[config.mk]
export PLATFORM = sky130hd
export DESIGN_NAME = video_timing_src
export DESIGN_NICKNAME = d
export VERILOG_FILES = /design/src/rtl/video_pkg.sv /design/src/rtl/video_pattern_gen.sv /design/src/rtl/video_timing_src.sv
export SDC_FILE = /design/constraint.sdc
export NUM_CORES = 1
export LEC_CHECK = 0
export CAP_MARGIN = 40
export CORE_MARGIN = 2
export CORE_UTILIZATION = 50
export CTS_BUF_LIST = sky130_fd_sc_hd__clkbuf_8
export DETAILED_ROUTE_END_ITERATION = 12
export GPL_TIMING_DRIVEN = 0
export MAX_ROUTING_LAYER = met4
export PLACE_DENSITY = 0.84
export SLEW_MARGIN = 20
export SYNTH_ARGS = -nofsm -noshare
export SYNTH_HDL_FRONTEND = slang
export SYNTH_SLANG_ARGS = --single-unit
[constraint.sdc]
create_clock -name clk -period 4.2 [get_ports clk]
set_input_delay 0.84 -clock clk [delete_from_list [all_inputs] [get_ports clk]]
set_output_delay 0.84 -clock clk [all_outputs]
set_load 0.05 [all_outputs]
[src/rtl/video_pkg.sv]
// video_pkg: shared types and widths for the video test-pattern source.
package video_pkg;
   localparam int DW = 10;
   typedef enum logic [1:0] {PAT_RAMP, PAT_BARS, PAT_CHECK, PAT_BLACK} pat_e;
   typedef enum logic {ST_IDLE, ST_RUN} state_e;
endpackage

[src/rtl/video_pattern_gen.sv]
// video_pattern_gen: maps active-area position and frame index to RGB test-pattern pixels.
module video_pattern_gen import video_pkg::*; #(
   parameter int HACT = 10
) (
   input  logic          clk,
   input  logic          rstn,
   input  logic [DW-1:0] i_x,
   input  logic [DW-1:0] i_y,
   input  logic [DW-1:0] i_frame,
   input  pat_e          i_pat,
   input  logic          i_de,
   output logic [DW-1:0] o_r,
   output logic [DW-1:0] o_g,
   output logic [DW-1:0] o_b
);
   localparam int BW  = (HACT / 8 < 1) ? 1 : HACT / 8;
   localparam int BCW = (BW > 1) ? $clog2(BW) : 1;
   localparam logic [BCW-1:0] B_LAST = BCW'(BW - 1);

   logic [BCW-1:0] bar_cnt;
   logic [2:0]     bar_idx;
   logic [DW-1:0]  chk;

   // Bar index tracks x / BW incrementally; it rests at 0 outside the active area.
   always_ff @(posedge clk or negedge rstn) begin
      if (!rstn) begin
         bar_cnt <= '0;
         bar_idx <= '0;
      end else if (!i_de) begin
         bar_cnt <= '0;
         bar_idx <= '0;
      end else if (bar_cnt == B_LAST) begin
         bar_cnt <= '0;
         bar_idx <= (bar_idx == 3'd7) ? 3'd7 : bar_idx + 3'd1;
      end else begin
         bar_cnt <= bar_cnt + 1'b1;
      end
   end

   assign chk = {DW{i_x[3] ^ i_y[3]}};

   always_comb begin
      o_r = !i_de ? '0 : i_pat == PAT_RAMP ? i_x     : i_pat == PAT_BARS ? {DW{~bar_idx[1]}} : i_pat == PAT_CHECK ? chk : '0;
      o_g = !i_de ? '0 : i_pat == PAT_RAMP ? i_y     : i_pat == PAT_BARS ? {DW{~bar_idx[2]}} : i_pat == PAT_CHECK ? chk : '0;
      o_b = !i_de ? '0 : i_pat == PAT_RAMP ? i_frame : i_pat == PAT_BARS ? {DW{~bar_idx[0]}} : i_pat == PAT_CHECK ? chk : '0;
   end
endmodule

[src/rtl/video_timing_src.sv]
// video_timing_src: frame-based vsync/hsync/de generator with selectable 10-bit RGB test patterns.
module video_timing_src import video_pkg::*; #(
   parameter bit VSYNC_POL = 1'b0,
   parameter bit HSYNC_POL = 1'b0,
   parameter int VSW  = 1,
   parameter int VBP  = 1,
   parameter int VACT = 4,
   parameter int VFP  = 1,
   parameter int HSW  = 1,
   parameter int HBP  = 2,
   parameter int HACT = 10,
   parameter int HFP  = 2
) (
   input  logic          clk,
   input  logic          rstn,
   input  logic          i_start,
   input  logic          i_stop,
   input  logic [7:0]    i_nframes,
   input  logic [1:0]    i_pat_sel,
   output logic          o_busy,
   output logic          o_frame_done,
   output logic          o_vsync,
   output logic          o_hsync,
   output logic          o_de,
   output logic [DW-1:0] o_r_data,
   output logic [DW-1:0] o_g_data,
   output logic [DW-1:0] o_b_data
);
   localparam int HTOT = HSW + HBP + HACT + HFP;
   localparam int VTOT = VSW + VBP + VACT + VFP;
   localparam int HW   = $clog2(HTOT);
   localparam int VW   = $clog2(VTOT);
   localparam logic [HW-1:0] H_LAST = HW'(HTOT - 1);
   localparam logic [HW-1:0] H_SW   = HW'(HSW);
   localparam logic [HW-1:0] H_A0   = HW'(HSW + HBP);
   localparam logic [HW-1:0] H_A1   = HW'(HSW + HBP + HACT);
   localparam logic [VW-1:0] V_LAST = VW'(VTOT - 1);
   localparam logic [VW-1:0] V_SW   = VW'(VSW);
   localparam logic [VW-1:0] V_A0   = VW'(VSW + VBP);
   localparam logic [VW-1:0] V_A1   = VW'(VSW + VBP + VACT);

   state_e        state;
   logic [HW-1:0] h_cnt;
   logic [VW-1:0] v_cnt;
   logic [DW-1:0] frame_cnt, x, y, r_c, g_c, b_c;
   logic [7:0]    nframes_q;
   pat_e          pat_q;
   logic          stop_q, run, frame_end, last_frame, de_c, hs_c, vs_c;

   assign run        = state == ST_RUN;
   assign frame_end  = run && h_cnt == H_LAST && v_cnt == V_LAST;
   assign last_frame = stop_q || i_stop || (nframes_q != 8'd0 && frame_cnt + 1'b1 == DW'(nframes_q));
   assign hs_c       = run && h_cnt < H_SW;
   assign vs_c       = run && v_cnt < V_SW;
   assign de_c       = run && h_cnt >= H_A0 && h_cnt < H_A1 && v_cnt >= V_A0 && v_cnt < V_A1;
   assign x          = DW'(h_cnt) - DW'(HSW + HBP);
   assign y          = DW'(v_cnt) - DW'(VSW + VBP);

   // Counters sit at (0,0) while idle, so a start only has to flip the state.
   always_ff @(posedge clk or negedge rstn) begin
      if (!rstn) begin
         state     <= ST_IDLE;
         h_cnt     <= '0;
         v_cnt     <= '0;
         frame_cnt <= '0;
         nframes_q <= '0;
         pat_q     <= PAT_RAMP;
         stop_q    <= 1'b0;
      end else if (!run) begin
         if (i_start) begin
            state     <= ST_RUN;
            frame_cnt <= '0;
            nframes_q <= i_nframes;
            pat_q     <= pat_e'(i_pat_sel);
            stop_q    <= 1'b0;
         end
      end else begin
         stop_q <= stop_q || i_stop;
         h_cnt  <= (h_cnt == H_LAST) ? '0 : h_cnt + 1'b1;
         if (h_cnt == H_LAST)
            v_cnt <= (v_cnt == V_LAST) ? '0 : v_cnt + 1'b1;
         if (frame_end) begin
            frame_cnt <= frame_cnt + 1'b1;
            pat_q     <= pat_e'(i_pat_sel);
            if (last_frame) begin
               state  <= ST_IDLE;
               stop_q <= 1'b0;
            end
         end
      end
   end

   video_pattern_gen #(.HACT(HACT)) u_pat (
      .clk     (clk),
      .rstn    (rstn),
      .i_x     (x),
      .i_y     (y),
      .i_frame (frame_cnt),
      .i_pat   (pat_q),
      .i_de    (de_c),
      .o_r     (r_c),
      .o_g     (g_c),
      .o_b     (b_c)
   );

   always_ff @(posedge clk or negedge rstn) begin
      if (!rstn) begin
         o_busy       <= 1'b0;
         o_frame_done <= 1'b0;
         o_vsync      <= VSYNC_POL;
         o_hsync      <= HSYNC_POL;
         o_de         <= 1'b0;
         o_r_data     <= '0;
         o_g_data     <= '0;
         o_b_data     <= '0;
      end else begin
         o_busy       <= run;
         o_frame_done <= frame_end;
         o_vsync      <= vs_c ^ VSYNC_POL;
         o_hsync      <= hs_c ^ HSYNC_POL;
         o_de         <= de_c;
         o_r_data     <= r_c;
         o_g_data     <= g_c;
         o_b_data     <= b_c;
      end
   end
endmodule

==> impl_metrics.csv <==
group,metric,value,unit
outcome,outcome,"finished, final reports clean",
synthesis,synth-edff-count,0,
final_layout,final_nets,356,
synthesis,synth_top_cell_by_area,"dfrtp_1",
die,die_x,77.9,µm
routing,ant_nets,0,
power_and_ir_drop,irDropWorstVdd,0.419,mV
clock_network,postCtsSetupRepairBufs,0,
grt,grt_max_degree,57,
die,rows,26,
power_and_ir_drop,cellPowerDensity,689,nW/µm²
synthesis,avgSynthCellArea,9.83,µm²
worst_setup_path,crit_path_end,"o_g_data[8]",
worst_setup_path,r2r-end,"run$_DFF_PN0_",
synthesis,synth_compound_area_share,11.7,%
timing,hold_viol_final,0,
placement,place_inst,396,
synthesis,synth-main-ff-cell,"dfrtp_1",
worst_setup_path,end_kind,"output pin",
grt,grt_pass1_vias,2061,
synthesis,synthXorXnorAreaFrac,5.63,%
timing,period_share,60.1,%
clock_network,ctsHoldBuffers,0,
worst_setup_path,worst-path-max-fanout,7,
synthesis,synth_area_leaders,"dfrtp_1 51%, nor2_1 5.8%, o21ai_0 4.8%",
final_layout,final_common_cell,"dfrtp_1",
routing,wl_per_cell,13.3,µm
synthesis,synth_cell_types,41,
routing,drc_errors,0,
placement,portBuffers,48,
synthesis,yosys_warnings,0,
clock_network,cts_resized,0,
timing,fin_setup_tns,0,ns
synthesis,yosys.area_share.simple,16.6,%
worst_setup_path,worst-r2r-cell-count,8,
clock_network,cts_buffer_depth,2,
placement,globalplace.congestion,0.901,
routing,drt_pass1_iterations,4,
worst_setup_path,cp_cell_sequence,"buf_4, clkdlybuf4s50_1",
synthesis,ys_seq_elements,56,
routing,totalWireLength,5380,µm
clock_network,cts_root_buf,"clkbuf_8",
worst_setup_path,arrival,1.69,ns
die,core_area,5200,µm²
worst_setup_path,crit_required,3.36,ns
synthesis,synth_seq_area_share,51.3,%
timing,tightest_slew,0.681,ns
timing,clock.fmax,396,MHz
worst_setup_path,cp-startpoint,"o_g_data[8]$_DFF_PN0_",
die,io_pins,49,
run,maxCapViolCount,0,
worst_setup_path,critPathBufInv,2,
final_layout,n_antenna_cell,0,
grt,grtUsageTotal,20.3,%
grt,grt-ovfl-total,0,
worst_setup_path,max_stage_delay,0.79,ns
worst_setup_path,critPathLaunchType,"register",
clock_network,clock_latency,0.31,ns
clock_network,cts_tree,"yes",
synthesis,synthCells,278,
min_path,hold-path-cell-count,0,
synthesis,synthArstFlopShare,100,%
timing,rsz0062_at_grt,"false",
synthesis,synthAdderAreaFrac,4.12,%
grt,antenna_found_initial,0,
clock_network,cts.reportedPaths.clkPinSlew,0.09,ns
synthesis,synthMuxAreaShare,3.85,%
clock_network,cts.sinks,56,
timing,fin_crit,2.53,ns
final_layout,instances_no_fill,404,
die,die_h,77.9,µm
placement,dp_hpwl,3840,µm
timing,slew_headroom,54.6,%
clock_network,htreeDepth,2,
worst_setup_path,crit_cells,2,
timing,slew_viol_final,0,
worst_setup_path,rrSetupSlack,1.93,ns
worst_setup_path,regToRegStartpoint,"h_cnt[0]$_DFFE_PN0P_",
routing,via_per_inst,5.31,
worst_setup_path,cpMaxStageDelayCell,"clkdlybuf4s50_1",
min_path,hp-class,"reg -> reg",
final_layout,final_core_util,65.4,%
clock_network,cts_buffers,5,
power_and_ir_drop,power_leakage,1.51,nW
final_layout,syn2layout_area_growth,24.6,%
worst_setup_path,crit_type,"reg -> out",
routing,vias,2145,
grt,grt_pass1_wl,9450,µm
synthesis,syn-num-nets,301,
synthesis,synth_top_area_share,51.3,%
synthesis,syn_area,2730,µm²
timing,timing.clock.skew,0.00844,ns
die,start_util,52.5,%
timing,setup_violations,0,
worst_setup_path,cp_top_family,"buffers and inverters",
die,design.die.area,6070,µm²
routing,drt-initial-drc-count,180,
final_layout,drive_above_1_share,11.7,%
synthesis,synth_top_family_by_area,"simple AND/OR/NAND/NOR gates",
final_layout,final_cell_mix,"56 x dfrtp_1, 47 x clkdlybuf4s50_1, 42 x nor2_1",
cells in the mapped netlist, types with 2 or more instances:
library cell and number:
dfrtp_1 56, nor2_1 42, nand2_1 26, o21ai_0 26, a21oi_1 13, buf_4 13, xnor2_1 12, clkbuf_1 9
ha_1 9, inv_1 8, mux2_2 8, o31ai_1 6, nand3_1 5, nor4_1 4, a31oi_1 3, nand3b_1 3
nor2b_1 3, xor2_1 3, and2_1 2, buf_2 2, nand4_1 2, nor3_1 2, o41ai_1 2, or3_1 2
metal layers:
| metal | wire length, µm | share of wire, % | up-vias | track usage [%] |
|---|---|---|---|---|
| met5 | 0 | 0 | - | - |
| met4 | 124 | 2.3 | 0 | 7.72 |
| met3 | 362 | 6.7 | 11 | 4.88 |
| met2 | 2480 | 46 | 81 | 31.9 |
| met1 | 2410 | 45 | 1016 | 25.6 |
| li1 | - | - | 1037 | - |
sequential cells by signal (all words and copies together) (netlist names):
| signal | count |
|---|---|
| stop_q | 1 |
| o_frame_done | 1 |
| u_pat.bar_idx | 3 |
| run | 1 |
| o_hsync | 1 |
| o_busy | 1 |
| v_cnt | 3 |
| nframes_q | 8 |
| o_b_data | 10 |
| frame_cnt | 10 |
| o_de | 1 |
| o_g_data | 4 |
| o_r_data | 5 |
| o_vsync | 1 |
| h_cnt | 4 |
| pat_q | 2 |
power breakdown:
group | switching, mW | internal (mW) | leakage (nW)
combinational | 0.782 | 0.452 | 0.744
sequential | 0.0888 | 0.681 | 0.707
clock | 0.167 | 0.175 | 0.0593
total | 1.04 | 1.31 | 1.51
layout make-up:
cell class                      count  area, µm²
Clock buffer                        5       68.8
Fill cell                         440       1800
Buffer                             25        153
Multi-Input combinational cell    188       1140
Timing Repair Buffer               48        478
Sequential cell                    56       1400
Inverter                            9       33.8
Tap cell                           70       87.6
Clock inverter                      3       38.8
through the flow:
step / worst slack, ns / hold WS (ns) / cell area (µm²) / power, mW
detailed placement: 1.63 / 0.464 / 3300 / 2.01
floorplan: 2.19 / 0.406 / 2730 / 1.65
global route: 1.58 / 0.517 / 3400 / 2.48
global placement: 0.694 / 0.462 / 3300 / 1.99
CTS: 1.65 / 0.486 / 3400 / 2.35
finish: 1.67 / 0.486 / 3400 / 2.35
how the worst min path moves through the flow:
stage                       start            endpoint
6_report            run$_DFF_PN0_    o_busy$_DFF_PN0_
3_3_place_gp   stop_q$_DFFE_PN0P_  stop_q$_DFFE_PN0P_
4_1_cts             run$_DFF_PN0_    o_busy$_DFF_PN0_
2_1_floorplan       run$_DFF_PN0_    o_busy$_DFF_PN0_
3_5_place_dp        run$_DFF_PN0_    o_busy$_DFF_PN0_
5_1_grt             run$_DFF_PN0_    o_busy$_DFF_PN0_
cell families after synthesis:
group / count (synthesis)
and+or+nand+nor: 98
buffers and inverters: 34
AOI/OAI and AO/OA: 56
adders and majority gates: 9
muxes: 9
xor gates and xnor gates: 16
DFF: 56
(Power assumes the default switching activity.)
